## src/rtl/censor_mask_gen_if.sv

```systemverilog
// censor_mask_gen_if: stream and configuration bundle for censor_mask_gen.
//   master : character source / downstream observer (drives in_valid, in_char, pattern, pat_len)
//   slave  : censor_mask_gen (drives in_ready, char_out, mask_bit, out_valid, busy)
// Signals:
//   in_valid/in_char/in_ready : byte stream in, 0x00 terminates a string
//   pattern/pat_len           : forbidden word, byte 0 first; pat_len 0 disables matching
//   char_out/mask_bit/out_valid : released character, its mask bit, one-cycle strobe
//   busy                      : buffer occupied or flush in progress
interface censor_mask_gen_if #(
  parameter int MAX_LEN = 8
);
  localparam int LW = $clog2(MAX_LEN + 1);

  logic                 in_valid;
  logic [7:0]           in_char;
  logic                 in_ready;
  logic [8*MAX_LEN-1:0] pattern;
  logic [LW-1:0]        pat_len;
  logic [7:0]           char_out;
  logic                 mask_bit;
  logic                 out_valid;
  logic                 busy;

  modport master (
    output in_valid, in_char, pattern, pat_len,
    input  in_ready, char_out, mask_bit, out_valid, busy
  );

  modport slave (
    input  in_valid, in_char, pattern, pat_len,
    output in_ready, char_out, mask_bit, out_valid, busy
  );
endinterface

```

## src/rtl/censor_mask_gen.sv

```systemverilog
// censor_mask_gen: sliding-window forbidden-word detector in front of the
// censor masking stage. Characters pass through a MAX_LEN-deep shift buffer;
// whenever the newest pat_len characters equal the pattern, all of them get
// their mask bit set. A 0x00 terminator flushes the buffer and is then
// forwarded as a zero character.
// Ports:
//   clk   : clock, posedge
//   rst_n : synchronous active-low reset
//   bus   : censor_mask_gen_if.slave (stream in, pattern config, masked stream out, busy)
// Build option:
//   CENSOR_CASE_FOLD_EN : when defined, A-Z compare equal to a-z (stored
//                         characters are not altered).
//
// state | meaning
// RUN   | accepting characters, shift + match on each accept
// FLUSH | shifting bubbles in, draining the buffer (MAX_LEN cycles)
// TERM  | emitting the 0x00 terminator for one cycle
module censor_mask_gen #(
  parameter int MAX_LEN = 8
) (
  input logic              clk,
  input logic              rst_n,
  censor_mask_gen_if.slave bus
);
  localparam int LW = $clog2(MAX_LEN + 1);

  typedef enum logic [1:0] {RUN, FLUSH, TERM} state_t;

  state_t               state_q, state_d;
  logic [LW-1:0]        flush_cnt_q;
  logic [7:0]           s_char [MAX_LEN];
  logic [MAX_LEN-1:0]   s_mask, s_occ;
  logic [7:0]           char_out_q;
  logic                 mask_q, valid_q;

  logic                 in_ready;
  logic                 shift_run, shift_flush, load_flush, emit_term;

  logic [7:0]           pat_b [MAX_LEN];
  logic [7:0]           win_char [MAX_LEN];
  logic [MAX_LEN-1:0]   win_occ;
  logic [MAX_LEN-1:0]   hit_mask;
  logic [7:0]           exp_b;
  logic                 match;
  int                   len_i;

  function automatic logic [7:0] fold(input logic [7:0] c);
`ifdef CENSOR_CASE_FOLD_EN
    if (c >= 8'h41 && c <= 8'h5A) return c | 8'h20;
`endif
    return c;
  endfunction

  always_ff @(posedge clk) begin
    if (!rst_n) state_q <= RUN;
    else        state_q <= state_d;
  end

  always_comb begin
    state_d     = state_q;
    in_ready    = 1'b0;
    shift_run   = 1'b0;
    shift_flush = 1'b0;
    load_flush  = 1'b0;
    emit_term   = 1'b0;
    case (state_q)
      RUN: begin
        in_ready = 1'b1;
        if (bus.in_valid) begin
          if (bus.in_char != 8'h00) begin
            shift_run = 1'b1;
          end else begin
            load_flush = 1'b1;
            state_d    = FLUSH;
          end
        end
      end
      FLUSH: begin
        shift_flush = 1'b1;
        if (flush_cnt_q == LW'(1)) state_d = TERM;
      end
      TERM: begin
        emit_term = 1'b1;
        state_d   = RUN;
      end
      default: state_d = RUN;
    endcase
  end

  // Window as it will look after this accept: in_char in front of the
  // current buffer. Matching against it lets the mask land in the same
  // register update as the shift.
  always_comb begin
    win_char[0] = bus.in_char;
    for (int i = 1; i < MAX_LEN; i++) win_char[i] = s_char[i-1];
    win_occ = {s_occ[MAX_LEN-2:0], 1'b1};
    for (int k = 0; k < MAX_LEN; k++) pat_b[k] = bus.pattern[8*k +: 8];
  end

  always_comb begin
    len_i = int'(bus.pat_len);
    if (len_i > MAX_LEN) len_i = 0;
    match    = (len_i != 0);
    exp_b    = 8'h00;
    hit_mask = '0;
    for (int i = 0; i < MAX_LEN; i++) begin
      if (i < len_i) begin
        // Window stage i lines up with pattern byte len-1-i (oldest = byte 0).
        exp_b = 8'h00;
        for (int k = 0; k < MAX_LEN; k++) begin
          if (k + i + 1 == len_i) exp_b = pat_b[k];
        end
        if (!win_occ[i] || fold(win_char[i]) != fold(exp_b)) match = 1'b0;
      end
    end
    for (int i = 0; i < MAX_LEN; i++) hit_mask[i] = match && (i < len_i);
  end

  always_ff @(posedge clk) begin
    if (!rst_n) begin
      for (int i = 0; i < MAX_LEN; i++) s_char[i] <= 8'h00;
      s_mask      <= '0;
      s_occ       <= '0;
      flush_cnt_q <= '0;
      char_out_q  <= 8'h00;
      mask_q      <= 1'b0;
      valid_q     <= 1'b0;
    end else begin
      valid_q <= 1'b0;
      if (shift_run || shift_flush) begin
        for (int i = 1; i < MAX_LEN; i++) s_char[i] <= s_char[i-1];
        // Flush shifts in bubbles with a zero char so stale data never lingers.
        s_char[0]  <= shift_run ? bus.in_char : 8'h00;
        s_occ      <= {s_occ[MAX_LEN-2:0], shift_run};
        s_mask     <= {s_mask[MAX_LEN-2:0], 1'b0} | (shift_run ? hit_mask : '0);
        char_out_q <= s_char[MAX_LEN-1];
        mask_q     <= s_mask[MAX_LEN-1];
        valid_q    <= s_occ[MAX_LEN-1];
      end else if (emit_term) begin
        char_out_q <= 8'h00;
        mask_q     <= 1'b0;
        valid_q    <= 1'b1;
      end
      if (load_flush)       flush_cnt_q <= LW'(MAX_LEN);
      else if (shift_flush) flush_cnt_q <= flush_cnt_q - LW'(1);
    end
  end

  assign bus.in_ready  = in_ready;
  assign bus.char_out  = char_out_q;
  assign bus.mask_bit  = mask_q;
  assign bus.out_valid = valid_q;
  assign bus.busy      = (|s_occ) || (state_q != RUN);

endmodule

```

## src/flat_wrapper.sv

```systemverilog
// flat-port wrapper written by rule: the top's interface ports become plain ports
module censor_mask_gen_flat 
#(
  parameter int MAX_LEN = 8
)
  (clk, rst_n, bus_in_valid, bus_in_char, bus_pattern, bus_pat_len, bus_in_ready, bus_char_out, bus_mask_bit, bus_out_valid, bus_busy);
  censor_mask_gen_if #(.MAX_LEN(MAX_LEN)) bus_i ();
  input logic clk;
  input logic rst_n;
  input wire logic [$bits(bus_i.in_valid)-1:0] bus_in_valid;
  input wire logic [$bits(bus_i.in_char)-1:0] bus_in_char;
  input wire logic [$bits(bus_i.pattern)-1:0] bus_pattern;
  input wire logic [$bits(bus_i.pat_len)-1:0] bus_pat_len;
  output wire logic [$bits(bus_i.in_ready)-1:0] bus_in_ready;
  output wire logic [$bits(bus_i.char_out)-1:0] bus_char_out;
  output wire logic [$bits(bus_i.mask_bit)-1:0] bus_mask_bit;
  output wire logic [$bits(bus_i.out_valid)-1:0] bus_out_valid;
  output wire logic [$bits(bus_i.busy)-1:0] bus_busy;
  assign bus_i.in_valid = bus_in_valid;
  assign bus_i.in_char = bus_in_char;
  assign bus_i.pattern = bus_pattern;
  assign bus_i.pat_len = bus_pat_len;
  assign bus_in_ready = bus_i.in_ready;
  assign bus_char_out = bus_i.char_out;
  assign bus_mask_bit = bus_i.mask_bit;
  assign bus_out_valid = bus_i.out_valid;
  assign bus_busy = bus_i.busy;
  censor_mask_gen #(.MAX_LEN(MAX_LEN)) u_core (.clk(clk), .rst_n(rst_n), .bus(bus_i));
endmodule
```

## config.mk

```make
export PLATFORM = sky130hd
export DESIGN_NAME = censor_mask_gen_flat
export DESIGN_NICKNAME = d
export VERILOG_FILES = /design/src/rtl/censor_mask_gen_if.sv /design/src/rtl/censor_mask_gen.sv /design/src/flat_wrapper.sv
export SDC_FILE = /design/constraint.sdc
export NUM_CORES = 1
export LEC_CHECK = 0
export ABC_CLOCK_PERIOD_IN_PS = 3200
export CAP_MARGIN = 20
export CORE_UTILIZATION = 45
export DETAILED_ROUTE_END_ITERATION = 16
export PLACE_DENSITY_LB_ADDON = 0.15
export SYNTH_ARGS = -nofsm -noshare
export SYNTH_HDL_FRONTEND = slang
export SYNTH_SLANG_ARGS = --single-unit
export TNS_END_PERCENT = 10
```

## constraint.sdc

```tcl
create_clock -name clk -period 3.2 [get_ports clk]
set_input_delay 0.64 -clock clk [delete_from_list [all_inputs] [get_ports clk]]
set_output_delay 0.64 -clock clk [all_outputs]
set_load 0.02 [all_outputs]
```

; After elaboration in Yosys (flattened, before gate mapping)
; Memories as Yosys holds them, arrays and structs flattened.
; Cells that the tools add are included.
[op_classes]
add_sub_neg = 1
magnitude_cmp = 9
eq_ne = 29
muxes = 124
bitwise = 10
reduce_logical = 33
[ops]
columns = cell, count
row1 = 8-bit two-way mux, 84
row2 = 8-bit != test, 8
row3 = 1-bit two-way mux, 33
row4 = "4-bit == test, first input constant", 8
row5 = 32-bit nonzero test, 1
row6 = "3-bit by 4-bit == test with 1-bit output, first input constant", 4
row7 = "3-bit by 4-bit less-than comparator with 1-bit output, first input constant", 4
row8 = 4-bit two-way mux, 3
row9 = 1-bit logical OR, 9
row10 = "2-bit by 4-bit == test with 1-bit output, first input constant", 2
row11 = 1-bit logical AND, 8
row12 = "1-bit by 4-bit less-than comparator with 1-bit output, first input constant", 2
row13 = "2-bit by 4-bit less-than comparator with 1-bit output, first input constant", 2
row14 = 1-bit OR, 8
row15 = 8-bit OR, 1
row16 = 8-bit nonzero test, 1
row17 = 8-bit OR reduction, 1
row18 = 1-bit zero test, 7
row19 = 2-bit two-way mux, 3
row20 = 2-bit nonzero test, 3
row21 = "1-bit by 4-bit == test with 1-bit output, first input constant", 1
row22 = "4-bit by 1-bit == test with 1-bit output, second input constant", 1
row23 = "4-bit greater-than comparator, second input constant", 1
row24 = "2-bit != test, second input constant", 2
row25 = 9 further kinds, 9
[totals]
reg_bits = 32
mem_bits_rw = 64
in_bits = 79
output_inout_bits = 12
word_cells = 215
memories = 1
[memory_table]
columns = name, depth, width, rd, rd_clocked_by_memory_dff, write_ports, line_no
row1 = u_core.s_char, 8, 8, 8, 0, 8, censor_mask_gen.sv:31  ; logic [7:0] s_char [MAX_LEN];

; Longest topological paths before layout
; Gate-level depths: netlist of run 1.
[logic_depth]
word_depth = 32
mapped_depth = 14
depth_no_buf = 9

; Least setup slack after synthesis of run 1
; Ideal clock, no wire load.
[synth_timing]
path_kind = in2reg
start = in bus_pat_len[1]
end = reg u_core.s_mask[4]
setup_ps = 79
arrival_ps = 2916
t_required_ps = 3121
setup_slack_ps = 205
cell_stages = 11
n_path_buf = 3
cell_sequence = buf_6 > or4b_4 > buf_6 > buf_6 > o221a_4 > mux2_4 > nor2_1 > o2111ai_1 > nor4_2 > nand3_2 > a211oi_2
[synth_between]
elab_chain_cells = 32
elab_cells_between_ends = 132
classes_between = order compare: 9 / eq/ne: 23 / mux: 90 / bitwise: 1 / reduce/logical: 9
[synth_lines]
columns = item, line_no
row1 = start: declaration, flat_wrapper.sv:13  ; input wire logic [$bits(bus_i.pat_len)-1:0] bus_pat_len;
row2 = 4-bit greater-than comparator, censor_mask_gen.sv:102  ; if (len_i > MAX_LEN) len_i = 0;
row3 = 4-bit two-way mux (*), censor_mask_gen.sv:102
row4 = 1-bit by 4-bit == test with 1-bit output, censor_mask_gen.sv:111  ; if (k + i + 1 == len_i) exp_b = pat_b[k];
row5 = 8-bit two-way mux (8 in a row), censor_mask_gen.sv:111
row6 = 8-bit two-way mux, censor_mask_gen.sv:107  ; if (i < len_i) begin
row7 = 8-bit != test, censor_mask_gen.sv:113  ; if (!win_occ[i] || fold(win_char[i]) != fold(exp_b)) match = 1'b0;
row8 = 1-bit two-way mux, censor_mask_gen.sv:113
row9 = 1-bit two-way mux, censor_mask_gen.sv:107
row10 = (+9 left out), --
row11 = 1-bit two-way mux, censor_mask_gen.sv:107
row12 = 1-bit two-way mux, censor_mask_gen.sv:113
row13 = 1-bit two-way mux, censor_mask_gen.sv:107
row14 = 1-bit two-way mux, censor_mask_gen.sv:113
row15 = 1-bit two-way mux, censor_mask_gen.sv:107
row16 = 1-bit logical AND (*), censor_mask_gen.sv:116  ; for (int i = 0; i < MAX_LEN; i++) hit_mask[i] = match && (i < len_i);
row17 = 8-bit two-way mux (*), censor_mask_gen.sv:135  ; s_mask <= {s_mask[MAX_LEN-2:0], 1'b0} | (shift_run ? hit_mask : '0);
row18 = 8-bit OR (*), censor_mask_gen.sv:135
row19 = end signal: assignment, censor_mask_gen.sv:135
row20 = end: declaration, censor_mask_gen.sv:32  ; logic [MAX_LEN-1:0] s_mask, s_occ;
; Every way passes the cells marked *; elsewhere a longest branch is shown, timed or not. The select of a mux whose other input is x is not followed.
; A chain may end at the register's enable or synchronous reset.

; Worst setup path after layout of run 1
[layout_timing]
start = in bus_pattern[12]
end = reg u_core.s_mask[2]
[layout_between]
elab_chain_cells = 28
elab_cells_between_ends = 98
classes_between = eq/ne: 8 / mux: 81 / bitwise: 1 / reduce/logical: 8
[layout_lines]
columns = item, line_no
row1 = start: declaration, flat_wrapper.sv:12  ; input wire logic [$bits(bus_i.pattern)-1:0] bus_pattern;
row2 = 8-bit two-way mux (7 in a row), censor_mask_gen.sv:111
row3 = 8-bit two-way mux, censor_mask_gen.sv:107
row4 = 8-bit != test, censor_mask_gen.sv:113
row5 = 1-bit two-way mux, censor_mask_gen.sv:113
row6 = 1-bit two-way mux, censor_mask_gen.sv:107
row7 = 1-bit two-way mux, censor_mask_gen.sv:113
row8 = 1-bit two-way mux, censor_mask_gen.sv:107
row9 = 1-bit two-way mux, censor_mask_gen.sv:113
row10 = (+6 left out), --
row11 = 1-bit two-way mux, censor_mask_gen.sv:107
row12 = 1-bit two-way mux, censor_mask_gen.sv:113
row13 = 1-bit two-way mux, censor_mask_gen.sv:107
row14 = 1-bit two-way mux, censor_mask_gen.sv:113
row15 = 1-bit two-way mux (*), censor_mask_gen.sv:107
row16 = 1-bit logical AND (*), censor_mask_gen.sv:116
row17 = 8-bit two-way mux (*), censor_mask_gen.sv:135
row18 = 8-bit OR (*), censor_mask_gen.sv:135
; Marks and branches as above.

==> results of run 1 <==
## where the power goes
part / internal, mW / leakage, nW / switching, mW
logic: 0.522 / 3.38 / 0.566
clock network: 0.545 / 0.141 / 0.489
registers: 1.35 / 0.920 / 0.0584
total: 2.41 / 4.44 / 1.11
## sequential cells by signal (all words and copies together), names as in the netlist
register	flops
u_core.s_mask	8
u_core.s_char	64
u_core.bus.char_out	8
u_core.bus.mask_bit	1
u_core.state_q	2
u_core.bus.out_valid	1
u_core.flush_cnt_q	4
u_core.s_occ	8
## critical path: stages
cell and delay, ps:
clkdlybuf4s50_1 410, nor2b_1 140, o21ai_0 530, a221oi_4 180, buf_4 180, a311oi_2 370
a41oi_2 240, nor4_2 360, nand3_1 180, o21ai_1 170
## per-layer routing
layer,routed length (um),vias up,GRT usage
met4,1660,0,0.170
met5,0,-,0
met3,2350,89,0.0556
met2,14400,396,0.572
met1,13400,4075,0.474
li1,-,3938,-
## metrics by stage
| stage | hold WS [ps] | cells |
|---|---|---|
| after detailed placement | 443 | 1358 |
| after CTS | 453 | 1376 |
| after global routing | 457 | 1378 |
| after floorplan | 423 | 913 |
| after global placement | 442 | 1358 |
| final | 453 | 1378 |
## cell families after synthesis
group / Yosys count / synth area share
and+or+nand+nor: 318 / 0.232
AOI/OAI and AO/OA: 298 / 0.275
buffers and inverters: 116 / 0.0726
DFF: 96 / 0.310
xor gates and xnor gates: 43 / 0.0486
muxes: 40 / 0.0584
adders and majority gates: 2 / 0.00323
## repair_timing
item | in CTS | in global routing
cloned | 0 | 1
setup buffers | 3 | 2
pin swaps | 6 | 22
setup endpoints to repair | 8 | 8
resized for setup | 14 | 55
## synthesized netlist by cell type (6+ instances only)
master	n	area share
a2111oi_0	7	0.0079
a211oi_1	13	0.013
a21boi_0	26	0.025
a21o_1	6	0.0058
a21oi_1	49	0.032
a221oi_1	11	0.012
a22o_1	14	0.016
a22oi_1	28	0.027
a31oi_1	7	0.0056
and2_1	6	0.0048
and3_1	49	0.040
buf_2	15	0.0097
buf_6	12	0.017
clkbuf_1	45	0.022
dfxtp_1	48	0.12
edfxtp_1	48	0.19
inv_1	35	0.017
mux2_2	13	0.019
mux2i_1	22	0.028
nand2_1	91	0.044
nand2b_1	16	0.013
nand3_1	10	0.0065
nand3b_1	12	0.012
nand4_1	11	0.0089
nand4b_1	6	0.0068
nor2_1	33	0.016
nor2b_1	24	0.019
nor3_1	12	0.0077
nor4_1	13	0.010
o211ai_1	6	0.0058
o21ai_0	39	0.025
o21ai_1	6	0.0039
o22ai_1	17	0.014
xnor2_1	18	0.020
xor2_1	25	0.028
## cell type report
class	instances	area (um^2)	share of cell area
clock buffer	9	225	0.0207
sequential	96	2400	0.221
tap	220	275	0.0254
clock inverter	7	61.3	0.00565
timing repair buffer	310	2740	0.252
multi-input combinational	701	5020	0.463
inverter	35	135	0.0124
## path summary, 6_finish.rpt
check,start,endpoint,slack [ps],cells past startpoint
setup / recovery,bus_pattern[12],u_core.s_mask[2],80,10
hold / removal,u_core.s_mask[0],u_core.s_mask[0],450,2
setup reg to reg,u_core.s_char[0][24],u_core.s_mask[1],490,12
hold reg to reg,u_core.s_mask[0],u_core.s_mask[0],450,2
==> impl_metrics.py, run 1 <==
metrics = {
    "outcome": {
        "outcome": "completed",
    },
    "worst_setup_path": {
        "path_max_fanout": 3,
        "arrival_ps": 3400,
        "start_kind": "input port",
        "critPathCaptureType": "flip-flop",
        "worstPathRequired_ps": 3480,
        "critPathKind": "input port to flip-flop",
    },
    "timing": {
        "slew-limit-headroom": 0.553,
        "fin_setup_tns_ps": 0,
        "finalClockSkew_ps": 6.45,
        "worstMarginPinSlew_ps": 664,
        "setup_violations": 0,
        "max_freq_mhz": 321,
        "finalMaxSlewViolations": 0,
        "hold_viol": 0,
        "finalWorstSetupSlack_ps": 80.2,
        "period_share": 0.975,
        "final.min_clock_period_ps": 3120,
    },
    "die": {
        "rows": 47,
        "initial_core_util": 0.464,
        "io_pins": 91,
        "core_um2": 16700,
        "dieWidth_um": 133,
        "dieArea_um2": 17800,
        "dieHeight_um": 133,
    },
    "layout": {
        "final_net_count": 1234,
        "design_area_um2": 10900,
        "fill_cells": 1454,
        "layout_common_cells": "202 x buf_4, 91 x nand2_1, 78 x clkdlybuf4s50_1",
        "final_util": 0.650,
        "final_common_cell": "buf_4",
        "antennaDiodeCount": 0,
        "drive_above_1_share": 0.277,
        "synthToLayoutAreaGrowth_pct": 40.0,
    },
    "placed_design": {
        "place_area_um2": 10300,
        "hpwl_um": 24900,
        "gp_congestion": 0.994,
        "port_buffers": 90,
        "pre_cts_ws_ps": -731,
    },
    "cts": {
        "clk_pin_slew_ps": 70,
        "root_buffer": "clkbuf_16",
        "cts_tree": "built",
        "cts_buffers": 9,
        "clk_latency_ps": 350,
        "hold_buffers": 0,
        "cts_sinks": 96,
        "cts_max_level": 3,
        "clock_path_buffers": 2,
    },
    "synthesis": {
        "synth_cells": 913,
        "synth_edf_count": 48,
        "syn_area_um2": 7750,
        "ys_seq_elements": 96,
        "async_reset_ff_frac": 0,
        "yosysWarnings": 0,
        "synth_nets": 994,
        "postSynthAreaPerCell_um2": 8.49,
        "seq_area_frac_synth": 0.310,
        "ys_dominant_reg_cell": "edfxtp_1",
        "post_synth_num_cell_types": 87,
    },
    "job": {
        "max_cap_violations": 0,
    },
    "pwr": {
        "vdd_drop_max_mv": 0.371,
        "cellLeakagePower_nw": 4.44,
        "p_total_mw": 3.53,
        "p_per_area_nw_per_um2": 325,
    },
    "global_routing": {
        "antenna_found_initial": 0,
        "grt_usage": 0.359,
        "grt_pass1_wl_um": 47800,
        "grt_max_degree": 64,
        "grt_pass1_vias": 8186,
        "overflow": 0,
    },
    "routing": {
        "routedWlPerCell_um": 23.1,
        "ant_nets": 0,
        "drt_first_pass_iters": 5,
        "viasPerCell": 6.17,
        "via_count": 8498,
        "dr.first_iter.drc_count": 820,
        "drc": 0,
        "wl_um": 31800,
    },
    "worst_hold_path": {
        "hp-class": "flip-flop to flip-flop",
    },
}
Power figures use the tool's default switching activity.
==> inputs of run 2 (changes only) <==
--- a/config.mk
+++ b/config.mk
@@ -6,7 +6,6 @@
 export NUM_CORES = 1
 export LEC_CHECK = 0
 export ABC_CLOCK_PERIOD_IN_PS = 3200
-export CAP_MARGIN = 20
 export CORE_UTILIZATION = 45
 export DETAILED_ROUTE_END_ITERATION = 16
 export PLACE_DENSITY_LB_ADDON = 0.15
==> results of run 2 <==
Same layout as run 1: the final DEF is identical, and so are final timing and power.
==> inputs of run 3 (changes only) <==
--- a/config.mk
+++ b/config.mk
@@ -6,9 +6,10 @@
 export NUM_CORES = 1
 export LEC_CHECK = 0
 export ABC_CLOCK_PERIOD_IN_PS = 3200
-export CORE_UTILIZATION = 45
+export CORE_UTILIZATION = 35
 export DETAILED_ROUTE_END_ITERATION = 16
 export PLACE_DENSITY_LB_ADDON = 0.15
+export SKIP_LAST_GASP = 1
 export SYNTH_ARGS = -nofsm -noshare
 export SYNTH_HDL_FRONTEND = slang
 export SYNTH_SLANG_ARGS = --single-unit
==> impl_metrics.py, run 3 (synthesis results as in run 1) <==
metrics = {
    "die": {
        "io_pins": 91,
        "dieWidth_um": 151,
        "rows": 54,
        "dieHeight_um": 151,
        "initial_core_util": 0.356,
        "core_um2": 21800,
        "dieArea_um2": 22700,
    },
    "layout": {
        "drive_above_1_share": 0.287,
        "final_net_count": 1264,
        "layout_common_cells": "228 x buf_4, 91 x nand2_1, 76 x clkdlybuf4s50_1",
        "fill_cells": 2128,
        "final_common_cell": "buf_4",
        "finalNonFillerCells": 1468,
        "largest_reg_flops": 64,
        "antennaDiodeCount": 0,
        "design_area_um2": 11200,
        "final_util": 0.513,
        "synthToLayoutAreaGrowth_pct": 44.1,
        "top_register": "u_core.s_char",
    },
    "worst_setup_path": {
        "arrival_ps": 3400,
        "crit_path_max_incr_delay_ps": 450,
        "crit_buf_inv": 2,
        "worstPathRequired_ps": 3470,
        "start_kind": "input port",
        "cp_cell_sequence": "clkdlybuf4s50_1, buf_4, mux2_2, o221ai_1, o2bb2ai_1, o22a_1, nand4_1, o32a_1, nor4_4, nand3_2, o21ai_1",
        "cpMaxStageDelayCell": "clkdlybuf4s50_1",
        "r2r_slack_ps": 530,
        "critPathKind": "input port to flip-flop",
        "path_delay_family": "compound AO/OA/AOI/OAI gates",
        "path_max_fanout": 6,
        "critPathCaptureType": "flip-flop",
    },
    "routing": {
        "via_count": 8602,
        "routedWlPerCell_um": 23.6,
        "drc": 0,
        "drt_first_pass_iters": 6,
        "viasPerCell": 5.86,
        "dr.first_iter.drc_count": 883,
        "wl_um": 34700,
        "ant_nets": 0,
    },
    "timing": {
        "finalMaxSlewViolations": 0,
        "max_freq_mhz": 319,
        "period_share": 0.978,
        "grt_setup_unrepaired": "true",
        "finalClockSkew_ps": 14.5,
        "slew-limit-headroom": 0.388,
        "hold_ws_ps": 463,
        "final.min_clock_period_ps": 3130,
        "worstMarginPinSlew_ps": 895,
        "hold_viol": 0,
        "setup_violations": 0,
    },
    "worst_hold_path": {
        "hp-class": "flip-flop to flip-flop",
    },
    "cts": {
        "clk_latency_ps": 350,
        "root_buffer": "clkbuf_16",
        "hold_buffers": 0,
        "clock_path_buffers": 2,
        "cts_tree": "built",
        "cts_max_level": 3,
        "clk_pin_slew_ps": 70,
        "cts_buffers": 9,
        "cts_sinks": 96,
    },
    "placed_design": {
        "gp_congestion": 0.933,
        "place_inst": 1438,
        "port_buffers": 90,
        "hpwl_um": 26900,
        "place_area_um2": 10500,
    },
    "global_routing": {
        "top_usage_layer": "met2",
        "grt_max_degree": 57,
        "grtUsageMet3": 0.0373,
        "met2_usage": 0.500,
        "grt_usage": 0.308,
        "antenna_found_initial": 0,
        "grt_pass1_wl_um": 51300,
        "grt_util_met1": 0.417,
        "grt_pass1_vias": 8271,
        "overflow": 0,
    },
    "pwr": {
        "vdd_drop_max_mv": 0.309,
        "p_per_area_nw_per_um2": 329,
        "cellLeakagePower_nw": 4.58,
    },
    "outcome": {
        "outcome": "completed",
    },
    "job": {
        "max_cap_violations": 0,
    },
}
-- run 3: cell count changes in the layout (fill, tap and decap cells not counted), sizes merged --
cell           before  now
buf               223  255
dlymetal6s2s        6    3
inv                39   38
clkbuf             11    9
bufinv              0    1
clkinv              1    2
clkinvlp            2    1
clkdlybuf4s50      78   76
dlygate4sd2         1    6
-- run 3: area by class of cell --
cell class	instances	area, um^2	share of cell area
clock buffer	9	225	0.0202
clock inverter	7	88.8	0.00796
inverter	35	131	0.0118
multi-input combinational	701	4980	0.446
sequential	96	2400	0.215
tap	280	350	0.0314
timing repair buffer	340	2980	0.267
-- run 3: worst min-delay path, cell delays in order (launching register included) --
cell and delay (ps):
dfxtp_1 310, nand2_1 50, a21boi_0 60
-- run 3: per-stage QoR --
step | setup TNS (ps) | total power, mW | worst slack [ps]
after global placement | -5560 | 2.49 | -748
after global routing | -47.2 | 3.81 | -34.2
after detailed placement | -5900 | 2.48 | -790
after floorplan | 0 | 1.90 | 205
final | 0 | 3.68 | 69.6
after CTS | -0.309 | 3.65 | -0.309
-- run 3: layer usage --
layer / wire length [um] / part of all wire / vias to the layer above
met2: 16000 / 0.46 / 388
li1: - / - / 4001
met1: 15200 / 0.44 / 4155
met4: 1220 / 0.035 / 0
met5: 0 / 0 / -
met3: 2200 / 0.063 / 58
-- run 3: worst paths after layout --
| path | startpoint | endpoint | cells after the start |
|---|---|---|---|
| max | bus_pattern[4] | u_core.s_mask[7] | 11 |
| min | u_core.s_char[0][62] | u_core.s_char[0][62] | 2 |
| max reg2reg | u_core.s_char[0][50] | u_core.s_mask[7] | 10 |
| min reg2reg | u_core.s_char[0][62] | u_core.s_char[0][62] | 2 |
-- run 3: where the power goes --
| group | switching, mW | total (mW) | leakage, nW | internal, mW |
|---|---|---|---|---|
| logic | 0.582 | 1.13 | 3.51 | 0.544 |
| clock network | 0.518 | 1.14 | 0.152 | 0.626 |
| registers | 0.0584 | 1.40 | 0.920 | 1.35 |
-- run 3: what timing repair did --
action	in CTS	in global routing
resized for setup	41	40
setup endpoints to repair	8	8
pin swaps	16	22
setup buffers	9	6
